## config.mk

```make
export PLATFORM = sky130hd
export DESIGN_NAME = poly_tone_gen_flat
export DESIGN_NICKNAME = d
export VERILOG_FILES = /design/src/rtl/audio_pkg.sv /design/src/rtl/poly_tone_gen_pkg.sv /design/src/rtl/poly_tone_gen_if.sv /design/src/rtl/tone_voice.sv /design/src/rtl/poly_tone_gen.sv /design/src/flat_wrapper.sv
export SDC_FILE = /design/constraint.sdc
export NUM_CORES = 1
export LEC_CHECK = 0
export ABC_AREA = 1
export CAP_MARGIN = 20
export CELL_PAD_IN_SITES_DETAIL_PLACEMENT = 1
export CELL_PAD_IN_SITES_GLOBAL_PLACEMENT = 1
export CORE_MARGIN = 2
export CORE_UTILIZATION = 30
export CTS_CLUSTER_SIZE = 28
export DETAILED_ROUTE_END_ITERATION = 8
export MAX_ROUTING_LAYER = met4
export PLACE_DENSITY = 0.58
export SETUP_SLACK_MARGIN = 0.2
export SYNTH_ARGS = -nofsm -noshare
export SYNTH_HDL_FRONTEND = slang
export SYNTH_SLANG_ARGS = --single-unit
```

## constraint.sdc

```tcl
create_clock -name clk -period 7.4 [get_ports clk]
set_clock_uncertainty 0.2 [all_clocks]
set_input_delay 1.48 -clock clk [delete_from_list [all_inputs] [get_ports clk]]
set_output_delay 1.48 -clock clk [all_outputs]
set_load 0.05 [all_outputs]
```

## src/rtl/audio_pkg.sv

```systemverilog
// Shared audio sample types, pan encoding and saturation helpers.
package audio_pkg;

    localparam int unsigned SAMPLE_W = 16;
    localparam int unsigned ACC_W    = 32;

    typedef logic signed [SAMPLE_W-1:0] sample_t;
    typedef logic signed [ACC_W-1:0]    acc_t;
    typedef logic [1:0]                 pan_t;

    localparam sample_t SAMPLE_MAX = 16'sh7FFF;
    localparam sample_t SAMPLE_MIN = 16'sh8000;

    // 2'b11 also routes to both channels
    localparam pan_t PAN_BOTH  = 2'b00;
    localparam pan_t PAN_LEFT  = 2'b01;
    localparam pan_t PAN_RIGHT = 2'b10;

    // Clamp a wide signed sum into the sample range.
    function automatic sample_t sat_clip(input acc_t x);
        if (x > acc_t'(SAMPLE_MAX)) return SAMPLE_MAX;
        if (x < acc_t'(SAMPLE_MIN)) return SAMPLE_MIN;
        return sample_t'(x);
    endfunction

    // Saturating add of two samples.
    function automatic sample_t sat_add(input sample_t a, input sample_t b);
        return sat_clip(acc_t'(a) + acc_t'(b));
    endfunction

endpackage

```

## src/rtl/poly_tone_gen_pkg.sv

```systemverilog
// Payload types for the poly_tone_gen voice-to-mixer path.
package poly_tone_gen_pkg;
    import audio_pkg::*;

    // Stage-1 voice output: signed contribution plus its pan routing.
    typedef struct packed {
        pan_t    pan;
        sample_t contrib;
    } voice_out_t;

endpackage

```

## src/rtl/poly_tone_gen_if.sv

```systemverilog
// Control/sample bus of poly_tone_gen; master drives notes, slave is the generator.
interface poly_tone_gen_if #(
    parameter int unsigned NUM_VOICES = 4,
    parameter int unsigned DIV_W      = 23,
    parameter int unsigned AMP_W      = 13
);
    import audio_pkg::*;

    logic [NUM_VOICES-1:0]       voice_en;
    logic [NUM_VOICES*DIV_W-1:0] note_div;
    logic [NUM_VOICES-1:0]       note_vld;
    logic [NUM_VOICES*AMP_W-1:0] amp;
    logic [NUM_VOICES*2-1:0]     pan;
    sample_t                     audio_left;
    sample_t                     audio_right;

    modport master (
        output voice_en, note_div, note_vld, amp, pan,
        input  audio_left, audio_right
    );

    modport slave (
        input  voice_en, note_div, note_vld, amp, pan,
        output audio_left, audio_right
    );

endinterface

```

## src/rtl/tone_voice.sv

```systemverilog
// One square-wave oscillator with glitch-free divider updates and a
// registered signed contribution. Optional envelope under POLY_TONE_ENV_RAMP_EN.
module tone_voice
    import audio_pkg::*;
    import poly_tone_gen_pkg::*;
#(
    parameter int unsigned DIV_W = 23,
    parameter int unsigned AMP_W = 13
) (
    input  logic             clk,
    input  logic             rst_n,
    input  logic             voice_en,
    input  logic [DIV_W-1:0] note_div,
    input  logic             note_vld,
    input  logic [AMP_W-1:0] amp,
    input  pan_t             pan,
`ifdef POLY_TONE_ENV_RAMP_EN
    input  logic             env_tick,
`endif
    output voice_out_t       vout
);

    logic [DIV_W-1:0] cnt;
    logic [DIV_W-1:0] div_active;
    logic [DIV_W-1:0] div_pending;
    logic             phase;
    logic             pend_flag;

    logic             run_c;
    logic             wrap_c;
    logic [AMP_W-1:0] level_c;
    sample_t          mag_c;

`ifdef POLY_TONE_ENV_RAMP_EN
    logic [AMP_W-1:0] env;
    logic             active_c;
    logic [AMP_W-1:0] target_c;

    // Oscillator keeps running after disable until the envelope has drained.
    assign active_c = voice_en && (div_active != '0);
    assign run_c    = (div_active != '0) && (voice_en || (env != '0));
    assign target_c = active_c ? amp : '0;
    assign level_c  = env;

    // Envelope steps one LSB toward its target on each prescaler tick.
    always_ff @(posedge clk) begin
        if (!rst_n) begin
            env <= '0;
        end else if (env_tick) begin
            if (env < target_c) begin
                env <= env + AMP_W'(1);
            end else if (env > target_c) begin
                env <= env - AMP_W'(1);
            end
        end
    end
`else
    assign run_c   = voice_en && (div_active != '0);
    assign level_c = amp;
`endif

    assign wrap_c = run_c && (cnt == (div_active - DIV_W'(1)));
    assign mag_c  = SAMPLE_W'(level_c);

    // Half-period counter, phase and divider hand-over at the wrap boundary.
    always_ff @(posedge clk) begin
        if (!rst_n) begin
            cnt         <= '0;
            phase       <= 1'b0;
            div_active  <= '0;
            div_pending <= '0;
            pend_flag   <= 1'b0;
        end else if (!run_c) begin
            // Idle voice: hold at start of period and adopt any pending note now.
            cnt       <= '0;
            phase     <= 1'b0;
            pend_flag <= note_vld;
            if (pend_flag) begin
                div_active <= div_pending;
            end
            if (note_vld) begin
                div_pending <= note_div;
            end
        end else if (wrap_c) begin
            cnt   <= '0;
            phase <= ~phase;
            // A note arriving exactly at the wrap wins over the older pending one.
            if (note_vld) begin
                div_active <= note_div;
                pend_flag  <= 1'b0;
            end else if (pend_flag) begin
                div_active <= div_pending;
                pend_flag  <= 1'b0;
            end
        end else begin
            cnt <= cnt + DIV_W'(1);
            if (note_vld) begin
                div_pending <= note_div;
                pend_flag   <= 1'b1;
            end
        end
    end

    // Stage 1: signed contribution from current phase, zero when idle.
    always_ff @(posedge clk) begin
        if (!rst_n) begin
            vout <= '0;
        end else begin
            vout.pan <= pan;
            if (!run_c) begin
                vout.contrib <= '0;
            end else if (phase) begin
                vout.contrib <= mag_c;
            end else begin
                vout.contrib <= -mag_c;
            end
        end
    end

endmodule

```

## src/rtl/poly_tone_gen.sv

```systemverilog
// Multi-voice square-wave generator with saturating stereo mixer.
// Optional envelope ramp enabled by defining POLY_TONE_ENV_RAMP_EN.
module poly_tone_gen
    import audio_pkg::*;
    import poly_tone_gen_pkg::*;
#(
    parameter int unsigned NUM_VOICES    = 4,
    parameter int unsigned DIV_W         = 23,
    parameter int unsigned AMP_W         = 13
`ifdef POLY_TONE_ENV_RAMP_EN
    ,
    parameter int unsigned RAMP_STEP_CYC = 1024
`endif
) (
    input  logic           clk,
    input  logic           rst_n,
    poly_tone_gen_if.slave bus
);

    localparam int unsigned SUM_W = SAMPLE_W + $clog2(NUM_VOICES);

    voice_out_t             vout [NUM_VOICES];
    logic signed [SUM_W-1:0] sum_l_c;
    logic signed [SUM_W-1:0] sum_r_c;

`ifdef POLY_TONE_ENV_RAMP_EN
    localparam int unsigned PRE_W = (RAMP_STEP_CYC > 1) ? $clog2(RAMP_STEP_CYC) : 1;

    logic [PRE_W-1:0] pre_cnt;
    logic             env_tick;

    assign env_tick = (pre_cnt == PRE_W'(RAMP_STEP_CYC - 1));

    // Shared envelope prescaler, one tick every RAMP_STEP_CYC cycles.
    always_ff @(posedge clk) begin
        if (!rst_n) begin
            pre_cnt <= '0;
        end else if (env_tick) begin
            pre_cnt <= '0;
        end else begin
            pre_cnt <= pre_cnt + PRE_W'(1);
        end
    end
`endif

    for (genvar gi = 0; gi < NUM_VOICES; gi++) begin : g_voice
        tone_voice #(
            .DIV_W (DIV_W),
            .AMP_W (AMP_W)
        ) u_voice (
            .clk      (clk),
            .rst_n    (rst_n),
            .voice_en (bus.voice_en[gi]),
            .note_div (bus.note_div[gi*DIV_W +: DIV_W]),
            .note_vld (bus.note_vld[gi]),
            .amp      (bus.amp[gi*AMP_W +: AMP_W]),
            .pan      (bus.pan[gi*2 +: 2]),
`ifdef POLY_TONE_ENV_RAMP_EN
            .env_tick (env_tick),
`endif
            .vout     (vout[gi])
        );
    end

    // Per-channel wide sum of pan-routed contributions.
    always_comb begin
        sum_l_c = '0;
        sum_r_c = '0;
        for (int unsigned i = 0; i < NUM_VOICES; i++) begin
            if (vout[i].pan != PAN_RIGHT) begin
                sum_l_c = sum_l_c + SUM_W'(signed'(vout[i].contrib));
            end
            if (vout[i].pan != PAN_LEFT) begin
                sum_r_c = sum_r_c + SUM_W'(signed'(vout[i].contrib));
            end
        end
    end

    // Stage 2: saturate the mix into 16-bit samples.
    always_ff @(posedge clk) begin
        if (!rst_n) begin
            bus.audio_left  <= '0;
            bus.audio_right <= '0;
        end else begin
            bus.audio_left  <= sat_clip(acc_t'(sum_l_c));
            bus.audio_right <= sat_clip(acc_t'(sum_r_c));
        end
    end

endmodule

```

## src/flat_wrapper.sv

```systemverilog
// flat-port wrapper written by rule: the top's interface ports become plain ports
module poly_tone_gen_flat import audio_pkg::*; import poly_tone_gen_pkg::*;
#(
    parameter int unsigned NUM_VOICES    = 4,
    parameter int unsigned DIV_W         = 23,
    parameter int unsigned AMP_W         = 13

)
  (clk, rst_n, bus_voice_en, bus_note_div, bus_note_vld, bus_amp, bus_pan, bus_audio_left, bus_audio_right);
  poly_tone_gen_if #(.NUM_VOICES(NUM_VOICES), .DIV_W(DIV_W), .AMP_W(AMP_W)) bus_i ();
  input  logic clk;
  input  logic rst_n;
  input wire logic [$bits(bus_i.voice_en)-1:0] bus_voice_en;
  input wire logic [$bits(bus_i.note_div)-1:0] bus_note_div;
  input wire logic [$bits(bus_i.note_vld)-1:0] bus_note_vld;
  input wire logic [$bits(bus_i.amp)-1:0] bus_amp;
  input wire logic [$bits(bus_i.pan)-1:0] bus_pan;
  output wire logic [$bits(bus_i.audio_left)-1:0] bus_audio_left;
  output wire logic [$bits(bus_i.audio_right)-1:0] bus_audio_right;
  assign bus_i.voice_en = bus_voice_en;
  assign bus_i.note_div = bus_note_div;
  assign bus_i.note_vld = bus_note_vld;
  assign bus_i.amp = bus_amp;
  assign bus_i.pan = bus_pan;
  assign bus_audio_left = bus_i.audio_left;
  assign bus_audio_right = bus_i.audio_right;
  poly_tone_gen #(.NUM_VOICES(NUM_VOICES), .DIV_W(DIV_W), .AMP_W(AMP_W)) u_core (.clk(clk), .rst_n(rst_n), .bus(bus_i));
endmodule
```

==> results.json, run 1 <==
{
  "peakVddDrop_v": 0.0001749,
  "fin_crit_ns": 6.544,
  "grt_pass1_wl_um": 148500,
  "worstHoldEndpoint": "u_core.g_voice[0].u_voice.div_pending[18]$_SDFFE_PN0P_",
  "track_usage_pct": 20.92,
  "postSynthAreaPerCell_um2": 6.596,
  "syn-cell-area_um2": 26620,
  "synth.area.top_cells": "dfxtp_1, nand2_1, nor2_1",
  "ys_seq_elements": 388,
  "cts_tree": "done",
  "min_path_type": "flip-flop to flip-flop",
  "synth_seq_area_share_pct": 29.18,
  "die_y_um": 301.9,
  "hold_viol_final": 0,
  "dieArea_um2": 91120,
  "io_pins": 194,
  "fill_cells": 11210,
  "crit_path_max_fanout": 15,
  "max_slew_margin_pct": 36.86,
  "syn-num-nets": 4311,
  "end_kind": "flip-flop",
  "nets": 4436,
  "slew_violations": 0,
  "stdcell_count": 5369,
  "setup_viol_count_final": 0,
  "synth_cells": 4035,
  "synth_edf_count": 0,
  "async_flop_share_pct": 0,
  "worstMarginPinSlew_ns": 0.9458,
  "rows": 109,
  "p_int_uw": 4415,
  "hold_buffers": 0,
  "detailed_place_hpwl_um": 71140,
  "critPathLaunchType": "flip-flop",
  "power_switching_uw": 2319,
  "coreArea_um2": 88100,
  "cpPeakStageDelay_ns": 0.36,
  "switching_share_pct": 34.44,
  "timing.fmax_ghz": 0.1528,
  "yosysWarnings": 0,
  "placedCellCount": 5270,
  "yosys-top-cells-count": "nand2_1, nor2_1, dfxtp_1, inv_1, a21oi_1",
  "insertion_delay_ns": 0.61,
  "rr_worst_depth": 38,
  "path_class": "flip-flop to flip-flop",
  "multi_input_comb_area_um2": 16700,
  "r2r_slack_ns": 0.86,
  "powerDensity_nw_per_um2": 215.5,
  "clkTransAtPathRegs_ns": 0.06,
  "drc_errors": 0,
  "fin_setup_tns_ns": 0,
  "drt-pass1-iter-count": 5,
  "vias_per_cell": 4.895,
  "status": "finished, final reports clean",
  "cp-startpoint": "u_core.g_voice[0].u_voice.vout[16]$_SDFF_PN0_",
  "synth_flop_cell": "dfxtp_1",
  "syn_to_final_growth_pct": 17.42,
  "grt_overflow": 0,
  "synth_cell_types": 60,
  "hold_path_depth": 2,
  "p_leak_uw": 0.01364,
  "cap_violations": 0,
  "wl_per_cell_um": 17.28,
  "yosysMostFrequentCell": "nand2_1",
  "first_global_vias": 26720,
  "cp.required_ns": 7.61,
  "clkPwrFrac_pct": 37.4,
  "seqCellArea_um2": 7767,
  "whs_ns": 0.2615,
  "min_period_over_period_pct": 88.43,
  "cts_root_buffer": "clkbuf_16",
  "hold_start": "u_core.g_voice[0].u_voice.div_pending[18]$_SDFFE_PN0P_",
  "synth.top_cell.area_share_pct": 29.18,
  "drtIter0Drc": 1087,
  "dr_total_vias": 26280,
  "grt_setup_unrepaired": "false",
  "r2r_end": "u_core.bus.audio_left[4]$_SDFF_PN0_",
  "synth_area_leader_cell": "dfxtp_1",
  "chipWidth_um": 301.9,
  "pwr-share-seq_pct": 35.2,
  "start_util_pct": 30.21,
  "rr_startpoint": "u_core.g_voice[0].u_voice.vout[16]$_SDFF_PN0_",
  "grt_max_degree": 70,
  "comb_power_share_pct": 27.4,
  "drive_above_1_share_pct": 5.787,
  "critPathMostFrequentCell": "nand2_1",
  "wl_um": 92780,
  "clock-sinks": 388,
  "cts_made_buffers": 50,
  "antenna_found_initial": 5,
  "cts_buffer_depth": 3,
  "drtAntennaViolNets": 0,
  "portBuffers": 193,
  "critPathArrivalTime_ns": 6.76,
  "gp_congestion": 0.8936,
  "cp_slowest_cell": "ha_1",
  "h-tree-depth": 2
}
layout make-up:
class	count	share of cell area (%)
multi-input cells	3102	53.42
flip-flops and latches	388	24.85
repair buffers	221	6.846
inverters	397	4.800
well taps	1165	4.664
clock buffers	75	4.592
clock inverters	16	0.7807
diodes	5	0.04004
placed cells by master, fill, tap and decap left out, drive strengths merged, types with 14 or more instances in the layout:
cell,Yosys,layout
xnor2,82,82
a21oi,355,355
inv,394,394
xor2,189,189
nor4,22,22
o21ai,331,331
mux2i,63,63
ha,108,108
or2,29,29
nand4,56,56
dfxtp,388,388
clkbuf,96,75
clkdlybuf4s50,0,192
nand2,850,850
buf,52,29
nand3,251,251
nor3b,14,14
a31oi,15,15
nor3,73,73
nor2,586,586
kinds of logic after synthesis:
logic type               synth area share [%]
AO/OA/AOI/OAI                           14.81
XOR/XNOR                                8.918
adder cells (fa/ha/maj)                 5.528
buffers and inverters                   8.170
flip-flops                              29.18
multiplexers                            2.369
AND/OR/NAND/NOR                         31.02
critical path, delay by kind of cell (launching register included):
family                     cells  cell delay, ns
AOI/OAI and AO/OA              7            1.23
xor gates and xnor gates       1            0.14
adders and majority gates      3            0.99
buffers and inverters          6            0.58
DFF                            1            0.34
and+or+nand+nor               21            2.85
registers in the layout, summed over array words and instances (netlist names):
name	cells
u_core.bus.audio_left	16
u_core.bus.audio_right	16
u_core.g_voice.u_voice.cnt	92
u_core.g_voice.u_voice.div_active	92
u_core.g_voice.u_voice.div_pending	92
u_core.g_voice.u_voice.pend_flag	4
u_core.g_voice.u_voice.phase	4
u_core.g_voice.u_voice.vout	72
what timing repair did:
item,CTS,global route
gates resized for setup,0,10
endpoints found under the hold margin,0,0
setup buffers,0,3
setup endpoints to repair,0,30
worst max-delay path by stage:
stage,end,cells past startpoint
6_report,u_core.bus.audio_left[4]$_SDFF_PN0_,38
3_5_place_dp,u_core.bus.audio_left[0]$_SDFF_PN0_,37
3_3_place_gp,u_core.bus.audio_left[6]$_SDFF_PN0_,31
4_1_cts,u_core.bus.audio_left[4]$_SDFF_PN0_,37
2_1_floorplan,u_core.bus.audio_left[10]$_SDFF_PN0_,34
5_1_grt,u_core.bus.audio_left[4]$_SDFF_PN0_,38
stage by stage:
| step | cell area [um2] | total power, uW | utilization [%] | worst slack [ns] |
|---|---|---|---|---|
| floorplan | 26620 | 3672 | - | 1.505 |
| global placement | 29520 | 4261 | 33.50 | 0.7766 |
| detailed placement | 29520 | 4272 | 33.50 | 0.5451 |
| CTS | 31190 | 6835 | 35.41 | 0.3963 |
| global route | 31250 | 7158 | 35.47 | 0.2289 |
| finish | 31250 | 6734 | 35.47 | 0.8560 |
layer usage:
layer | wire length (um) | global-route usage [%]
met1 | 45610 | 27.85
met2 | 41540 | 33.39
met3 | 3371 | 2.665
met4 | 2261 | 5.446
met5 | 0 | -
power by group through the flow:
stage	logic, uW	clock network, uW	registers, uW
after detailed placement	1860	0	2420
final	1850	2520	2370
after global placement	1840	0	2420
after floorplan	1120	0	2550
after CTS	1870	2600	2370
after global routing	2080	2690	2390
Note: power is estimated with default switching activity, not from simulation.
==> run 2: changes to the inputs <==
--- a/config.mk
+++ b/config.mk
@@ -5,7 +5,6 @@
 export SDC_FILE = /design/constraint.sdc
 export NUM_CORES = 1
 export LEC_CHECK = 0
-export ABC_AREA = 1
 export CAP_MARGIN = 20
 export CELL_PAD_IN_SITES_DETAIL_PLACEMENT = 1
 export CELL_PAD_IN_SITES_GLOBAL_PLACEMENT = 1
@@ -14,7 +13,7 @@
 export CTS_CLUSTER_SIZE = 28
 export DETAILED_ROUTE_END_ITERATION = 8
 export MAX_ROUTING_LAYER = met4
-export PLACE_DENSITY = 0.58
+export PLACE_DENSITY = 0.56
 export SETUP_SLACK_MARGIN = 0.2
 export SYNTH_ARGS = -nofsm -noshare
 export SYNTH_HDL_FRONTEND = slang
==> results.json, run 2 <==
{
  "grt_use_met2_pct": 34.61,
  "synth.top_cell.area_share_pct": 29.91,
  "wl_per_cell_um": 19.80,
  "powerDensity_nw_per_um2": 259.8,
  "insertion_delay_ns": 0.61,
  "cpPeakStageDelay_ns": 0.50,
  "stdcell_count": 4598,
  "min_path_type": "flip-flop to flip-flop",
  "cts_root_buffer": "clkbuf_16",
  "end_kind": "flip-flop",
  "critPathArrivalTime_ns": 7.12,
  "drtIter0Drc": 1108,
  "drt-pass1-iter-count": 5,
  "hold_buffers": 0,
  "synth-compound-area-share_pct": 18.92,
  "portBuffers": 193,
  "crit_path_max_fanout": 23,
  "totalPowerFinal_uw": 8120,
  "synth_area_leader_cell": "dfxtp_1",
  "synth_seq_area_share_pct": 29.91,
  "post-route-util_pct": 36.59,
  "antenna_found_initial": 2,
  "synth_top_family_by_area": "simple AND/OR/NAND/NOR gates",
  "path_class": "flip-flop to flip-flop",
  "cp_slowest_cell": "or4b_4",
  "cp.buffers_inverters": 3,
  "met1_usage_pct": 26.48,
  "peakVddDrop_v": 0.0002029,
  "yosys-top-cells-count": "nor2_1, dfxtp_1, nand2_1, xnor2_1, mux2i_1",
  "placedCellCount": 4485,
  "drc_errors": 0,
  "fin_crit_ns": 6.840,
  "p_leak_uw": 0.01233,
  "cts_tree": "done",
  "grt.busiest_layer": "met2",
  "clkTransAtPathRegs_ns": 0.06,
  "timing.fmax_ghz": 0.1462,
  "reg.largest.list": "u_core.g_voice.u_voice.cnt x92, u_core.g_voice.u_voice.div_active x92, u_core.g_voice.u_voice.div_pending x92",
  "postSynthAreaPerCell_um2": 7.968,
  "chipWidth_um": 298.2,
  "slew_violations": 0,
  "worstMarginPinSlew_ns": 1.032,
  "synth_edf_count": 0,
  "placed_cell_area_um2": 29100,
  "setup_viol_count_final": 0,
  "grt_pass1_wl_um": 144300,
  "yosys.area_share.xor_xnor_pct": 10.88,
  "cts_buffer_depth": 3,
  "cap_violations": 0,
  "power_switching_uw": 3065,
  "worst_slack_ns": 0.5595,
  "dieArea_um2": 88930,
  "gp_congestion": 0.9038,
  "synthAdderAreaFrac_pct": 5.898,
  "syn-num-nets": 3535,
  "status": "finished, final reports clean",
  "cp.required_ns": 7.68,
  "synth_cell_types": 92,
  "grt_use_met3_pct": 2.239,
  "most-common-layout-cells": "nor2_1, dfxtp_1, nand2_1, xnor2_1, clkdlybuf4s50_1",
  "rows": 107,
  "track_usage_pct": 20.64,
  "start_util_pct": 30.40,
  "p_int_uw": 5055,
  "die_y_um": 298.2,
  "switching_share_pct": 37.75,
  "clkPwrFrac_pct": 30.5,
  "io_pins": 194,
  "grt_overflow": 0,
  "synthSimpleGateAreaFrac_pct": 22.48,
  "first_global_vias": 25300,
  "final_common_cell": "nor2_1",
  "final_cell_area_um2": 31250,
  "synth_flop_cell": "dfxtp_1",
  "synth.area.top_cells": "dfxtp_1, xnor2_1, mux2i_1",
  "drive_above_1_share_pct": 9.212,
  "synth.area.mux_share_pct": 7.449,
  "dr_total_vias": 24210,
  "critPathLaunchType": "flip-flop",
  "path_delay_family": "compound AO/OA/AOI/OAI gates",
  "min_period_over_period_pct": 92.44,
  "async_flop_share_pct": 0,
  "syn_to_final_growth_pct": 20.36,
  "clock-sinks": 388,
  "yosysWarnings": 0,
  "yosysMostFrequentCell": "nor2_1",
  "grt_setup_unrepaired": "true",
  "comb_power_share_pct": 37.7,
  "nets": 3690,
  "fill_cells": 10180,
  "grt_max_degree": 82,
  "drtAntennaViolNets": 0,
  "h-tree-depth": 2,
  "pwr-share-seq_pct": 31.8,
  "pre_cts_ws_ns": -0.3980,
  "max_slew_margin_pct": 31.00,
  "wl_um": 91060,
  "vias_per_cell": 5.265,
  "syn-cell-area_um2": 25970,
  "ys_seq_elements": 388,
  "synth_cells": 3259,
  "coreArea_um2": 85410,
  "detailed_place_hpwl_um": 70090,
  "hold_viol_final": 0,
  "cts_made_buffers": 49
}
-- run 2: layout make-up --
class	count	area (um2)	share of cell area [%]
Inverter	92	347.8	1.113
Timing Repair Buffer	290	2694	8.619
Clock buffer	69	1411	4.516
Clock inverter	20	254.0	0.8127
Tap cell	1144	1431	4.580
Antenna cell	2	5.005	0.01601
Multi-Input combinational cell	2593	17340	55.49
Sequential cell	388	7769	24.86
-- run 2: routing by layer --
layer  up-vias  share of wire, %  wire [um]
li1      11900                 -          -
met1     11920                47      43040
met2       295                48      43600
met3        96               2.7       2454
met4         0               2.2       1966
met5         -                 0          0
-- run 2: final timing paths --
check                                                    startpoint                                                     end  slack, ns  cells after the start
max                   u_core.g_voice[0].u_voice.vout[17]$_SDFF_PN0_                    u_core.bus.audio_left[13]$_SDFF_PN0_       0.56                     30
min          u_core.g_voice[2].u_voice.div_pending[22]$_SDFFE_PN0P_  u_core.g_voice[2].u_voice.div_pending[22]$_SDFFE_PN0P_       0.27                      2
max reg2reg           u_core.g_voice[0].u_voice.vout[17]$_SDFF_PN0_                    u_core.bus.audio_left[13]$_SDFF_PN0_       0.56                     30
min reg2reg  u_core.g_voice[2].u_voice.div_pending[22]$_SDFFE_PN0P_  u_core.g_voice[2].u_voice.div_pending[22]$_SDFFE_PN0P_       0.27                      2
-- run 2: stage by stage --
stage               hold WS [ns]  TNS, ns
CTS                       0.2745        0
global route              0.2945        0
finish                    0.2680        0
floorplan                 0.2437        0
detailed placement        0.2659   -5.612
global placement          0.2525  -0.8814
-- run 2: what timing repair did --
item / 4_1_cts / 5_1_grt
buffers inserted: 6 / 13
resized for setup: 15 / 60
pin swaps: 5 / 24
cloned: 1 / 0
endpoints found under the setup margin: 30 / 30
-- run 2: cells by family (layout without fill, tap and decap cells) --
| kind of cell | after synthesis | after routing |
|---|---|---|
| xor gates and xnor gates | 321 | 321 |
| buffers and inverters | 279 | 471 |
| muxes | 191 | 191 |
| other | 0 | 2 |
| AOI/OAI and AO/OA | 735 | 736 |
| DFF | 388 | 388 |
| and+or+nand+nor | 1225 | 1225 |
| adders and majority gates | 120 | 120 |
-- run 2: worst reg2reg max path: cells and delay by family (launching register included) --
kind / cells / cell delay [ns]
compound gates: 11 / 2.05
xor+xnor: 4 / 0.69
fa+ha+maj: 3 / 0.82
buf+inv: 3 / 0.51
flops: 1 / 0.32
mux: 1 / 0.30
simple gates: 8 / 1.79
-- run 2: power by group through the flow --
stage	sequential, uW	combinational, uW	clock [uW]
after floorplan	2730	1900	0
after global placement	2620	2870	0
after CTS	2590	3010	2560
after global routing	2610	3370	2650
final	2580	3060	2470
after detailed placement	2630	2950	0
==> run 3: changes to the inputs <==
--- a/config.mk
+++ b/config.mk
@@ -12,9 +12,11 @@
 export CORE_UTILIZATION = 30
 export CTS_CLUSTER_SIZE = 28
 export DETAILED_ROUTE_END_ITERATION = 8
+export GPL_TIMING_DRIVEN = 0
 export MAX_ROUTING_LAYER = met4
 export PLACE_DENSITY = 0.56
 export SETUP_SLACK_MARGIN = 0.2
+export SKIP_LAST_GASP = 1
 export SYNTH_ARGS = -nofsm -noshare
 export SYNTH_HDL_FRONTEND = slang
 export SYNTH_SLANG_ARGS = --single-unit
==> results.json, run 3 (synthesis gave the netlist of run 2 again) <==
{
  "cp-startpoint": "u_core.g_voice[0].u_voice.vout[16]$_SDFF_PN0_",
  "timing.fmax_ghz": 0.1410,
  "min_path_type": "flip-flop to flip-flop",
  "fill_cells": 10110,
  "insertion_delay_ns": 0.63,
  "die_y_um": 298.2,
  "rr_startpoint": "u_core.g_voice[0].u_voice.vout[16]$_SDFF_PN0_",
  "pwr-share-seq_pct": 29.2,
  "drive_above_1_share_pct": 11.27,
  "cts_tree": "done",
  "io_pins": 194,
  "first_global_vias": 26390,
  "setup_viol_count_final": 0,
  "rr_worst_depth": 32,
  "h-tree-depth": 2,
  "grt_overflow": 0,
  "hold_viol_final": 0,
  "max_slew_margin_pct": 24.82,
  "rows": 107,
  "vias_per_cell": 5.295,
  "path_class": "flip-flop to flip-flop",
  "endpoint": "u_core.bus.audio_left[7]$_SDFF_PN0_",
  "drt-pass1-iter-count": 5,
  "wl_um": 100200,
  "switching_share_pct": 38.05,
  "power_switching_uw": 3276,
  "status": "finished, final reports clean",
  "drtIter0Drc": 907,
  "start_util_pct": 30.40,
  "final_cell_area_um2": 32750,
  "final_common_cell": "nor2_1",
  "crit_path_max_fanout": 10,
  "dieArea_um2": 88930,
  "drtAntennaViolNets": 0,
  "hold_buffers": 0,
  "critPathLaunchType": "flip-flop",
  "cts_buffer_depth": 3,
  "min_period_over_period_pct": 95.86,
  "critPathMostFrequentCell": "a21o_1",
  "clkPwrFrac_pct": 30.9,
  "cp_slowest_cell": "or4b_4",
  "clock-sinks": 388,
  "cts_made_buffers": 49,
  "cp.depth": 32,
  "cap_violations": 0,
  "slew_violations": 0,
  "clkTransAtPathRegs_ns": 0.06,
  "coreArea_um2": 85410,
  "most-common-layout-cells": "nor2_1, dfxtp_1, nand2_1, xnor2_1, clkdlybuf4s50_1",
  "end_kind": "flip-flop",
  "nets": 3841,
  "portBuffers": 192,
  "p_leak_uw": 0.01276,
  "fin_crit_ns": 7.094,
  "grt_setup_unrepaired": "true",
  "powerDensity_nw_per_um2": 262.9,
  "cpPeakStageDelay_ns": 0.50,
  "detailed_place_hpwl_um": 78480,
  "whs_ns": 0.2739,
  "p_int_uw": 5334,
  "path_delay_family": "simple AND/OR/NAND/NOR gates",
  "cp.required_ns": 7.77,
  "placed_cell_area_um2": 29320,
  "gp_congestion": 0.8770,
  "worst_slack_ns": 0.3062,
  "critPathArrivalTime_ns": 7.47,
  "drc_errors": 0,
  "comb_power_share_pct": 39.9,
  "grt_pass1_wl_um": 154600,
  "wl_per_cell_um": 21.11,
  "chipWidth_um": 298.2,
  "pre_cts_ws_ns": -1.758,
  "cts_root_buffer": "clkbuf_16",
  "worstMarginPinSlew_ns": 1.128,
  "antenna_found_initial": 6,
  "peakVddDrop_v": 0.0001739,
  "cp.buffers_inverters": 5,
  "grt_max_degree": 16,
  "track_usage_pct": 22.47,
  "reg.largest.list": "u_core.g_voice.u_voice.cnt x92, u_core.g_voice.u_voice.div_active x92, u_core.g_voice.u_voice.div_pending x92",
  "r2r_slack_ns": 0.31,
  "syn_to_final_growth_pct": 26.10,
  "dr_total_vias": 25140,
  "r2r_end": "u_core.bus.audio_left[7]$_SDFF_PN0_"
}
[run 3: power by group through the flow]
| stage | clock network, uW | logic (uW) | registers [uW] |
|---|---|---|---|
| 2_1_floorplan | 0 | 1900 | 2730 |
| 3_3_place_gp | 0 | 3020 | 2550 |
| 3_5_place_dp | 0 | 3080 | 2560 |
| 4_1_cts | 2750 | 3250 | 2520 |
| 5_1_grt | 2820 | 3730 | 2540 |
| 6_report | 2660 | 3430 | 2510 |
[run 3: cell type report]
cell class | count | area (um2) | area share, %
antenna | 3 | 7.507 | 0.02293
buffer | 187 | 885.9 | 2.705
clock buffer | 62 | 1335 | 4.077
clock inverter | 26 | 439.2 | 1.341
inverter | 92 | 347.8 | 1.062
multi-input combinational | 2592 | 18090 | 55.24
sequential | 388 | 7775 | 23.74
tap | 1144 | 1431 | 4.371
timing repair buffer | 255 | 2436 | 7.440
[run 3: metal layers]
layer	up-vias	part of all wire [%]	wire length, um	track usage (%)
met5	-	0	0	-
met4	0	2.7	2741	6.054
met3	132	2.4	2430	2.086
met2	367	50	49720	39.12
met1	12440	45	45340	27.69
li1	12210	-	-	-
[run 3: worst min-delay path by stage]
stage,end,slack [ns],start,depth (start not counted)
after global routing,u_core.g_voice[2].u_voice.div_pending[0]$_SDFFE_PN0P_,0.29,u_core.g_voice[2].u_voice.div_pending[0]$_SDFFE_PN0P_,2
after detailed placement,u_core.g_voice[2].u_voice.div_pending[0]$_SDFFE_PN0P_,0.27,u_core.g_voice[2].u_voice.div_pending[0]$_SDFFE_PN0P_,2
after floorplan,u_core.g_voice[2].u_voice.div_pending[0]$_SDFFE_PN0P_,0.24,u_core.g_voice[2].u_voice.div_pending[0]$_SDFFE_PN0P_,2
final,u_core.g_voice[2].u_voice.div_pending[0]$_SDFFE_PN0P_,0.27,u_core.g_voice[2].u_voice.div_pending[0]$_SDFFE_PN0P_,2
after CTS,u_core.g_voice[2].u_voice.div_pending[0]$_SDFFE_PN0P_,0.28,u_core.g_voice[2].u_voice.div_pending[0]$_SDFFE_PN0P_,2
after global placement,u_core.g_voice[2].u_voice.div_pending[10]$_SDFFE_PN0P_,0.26,u_core.g_voice[2].u_voice.div_pending[10]$_SDFFE_PN0P_,2
[run 3: worst reg2reg max path, delay by kind of cell, from the launching register on]
kind	cells	cell delay (ns)
AO/OA/AOI/OAI	11	1.82
XOR/XNOR	4	0.73
adder cells (fa/ha/maj)	3	0.76
buffers and inverters	5	0.95
flip-flops	1	0.36
multiplexers	1	0.30
AND/OR/NAND/NOR	8	1.94
[run 3: metrics by stage]
step / cells / TNS, ns / util, % / total power, uW
after CTS: 4716 / 0 / 37.33 / 8519
after global placement: 4595 / -47.16 / 34.33 / 5567
final: 4749 / 0 / 38.34 / 8610
after global routing: 4749 / 0 / 38.34 / 9089
after floorplan: 3259 / 0 / - / 4627
after detailed placement: 4595 / -51.80 / 34.33 / 5634
[run 3: what timing repair did]
action                                  in CTS  in global routing
setup buffers                               32                 28
gates resized for setup                    125                124
endpoints found under the setup margin      32                 32
pin swaps                                   37                 56
gates cloned                                 1                  2
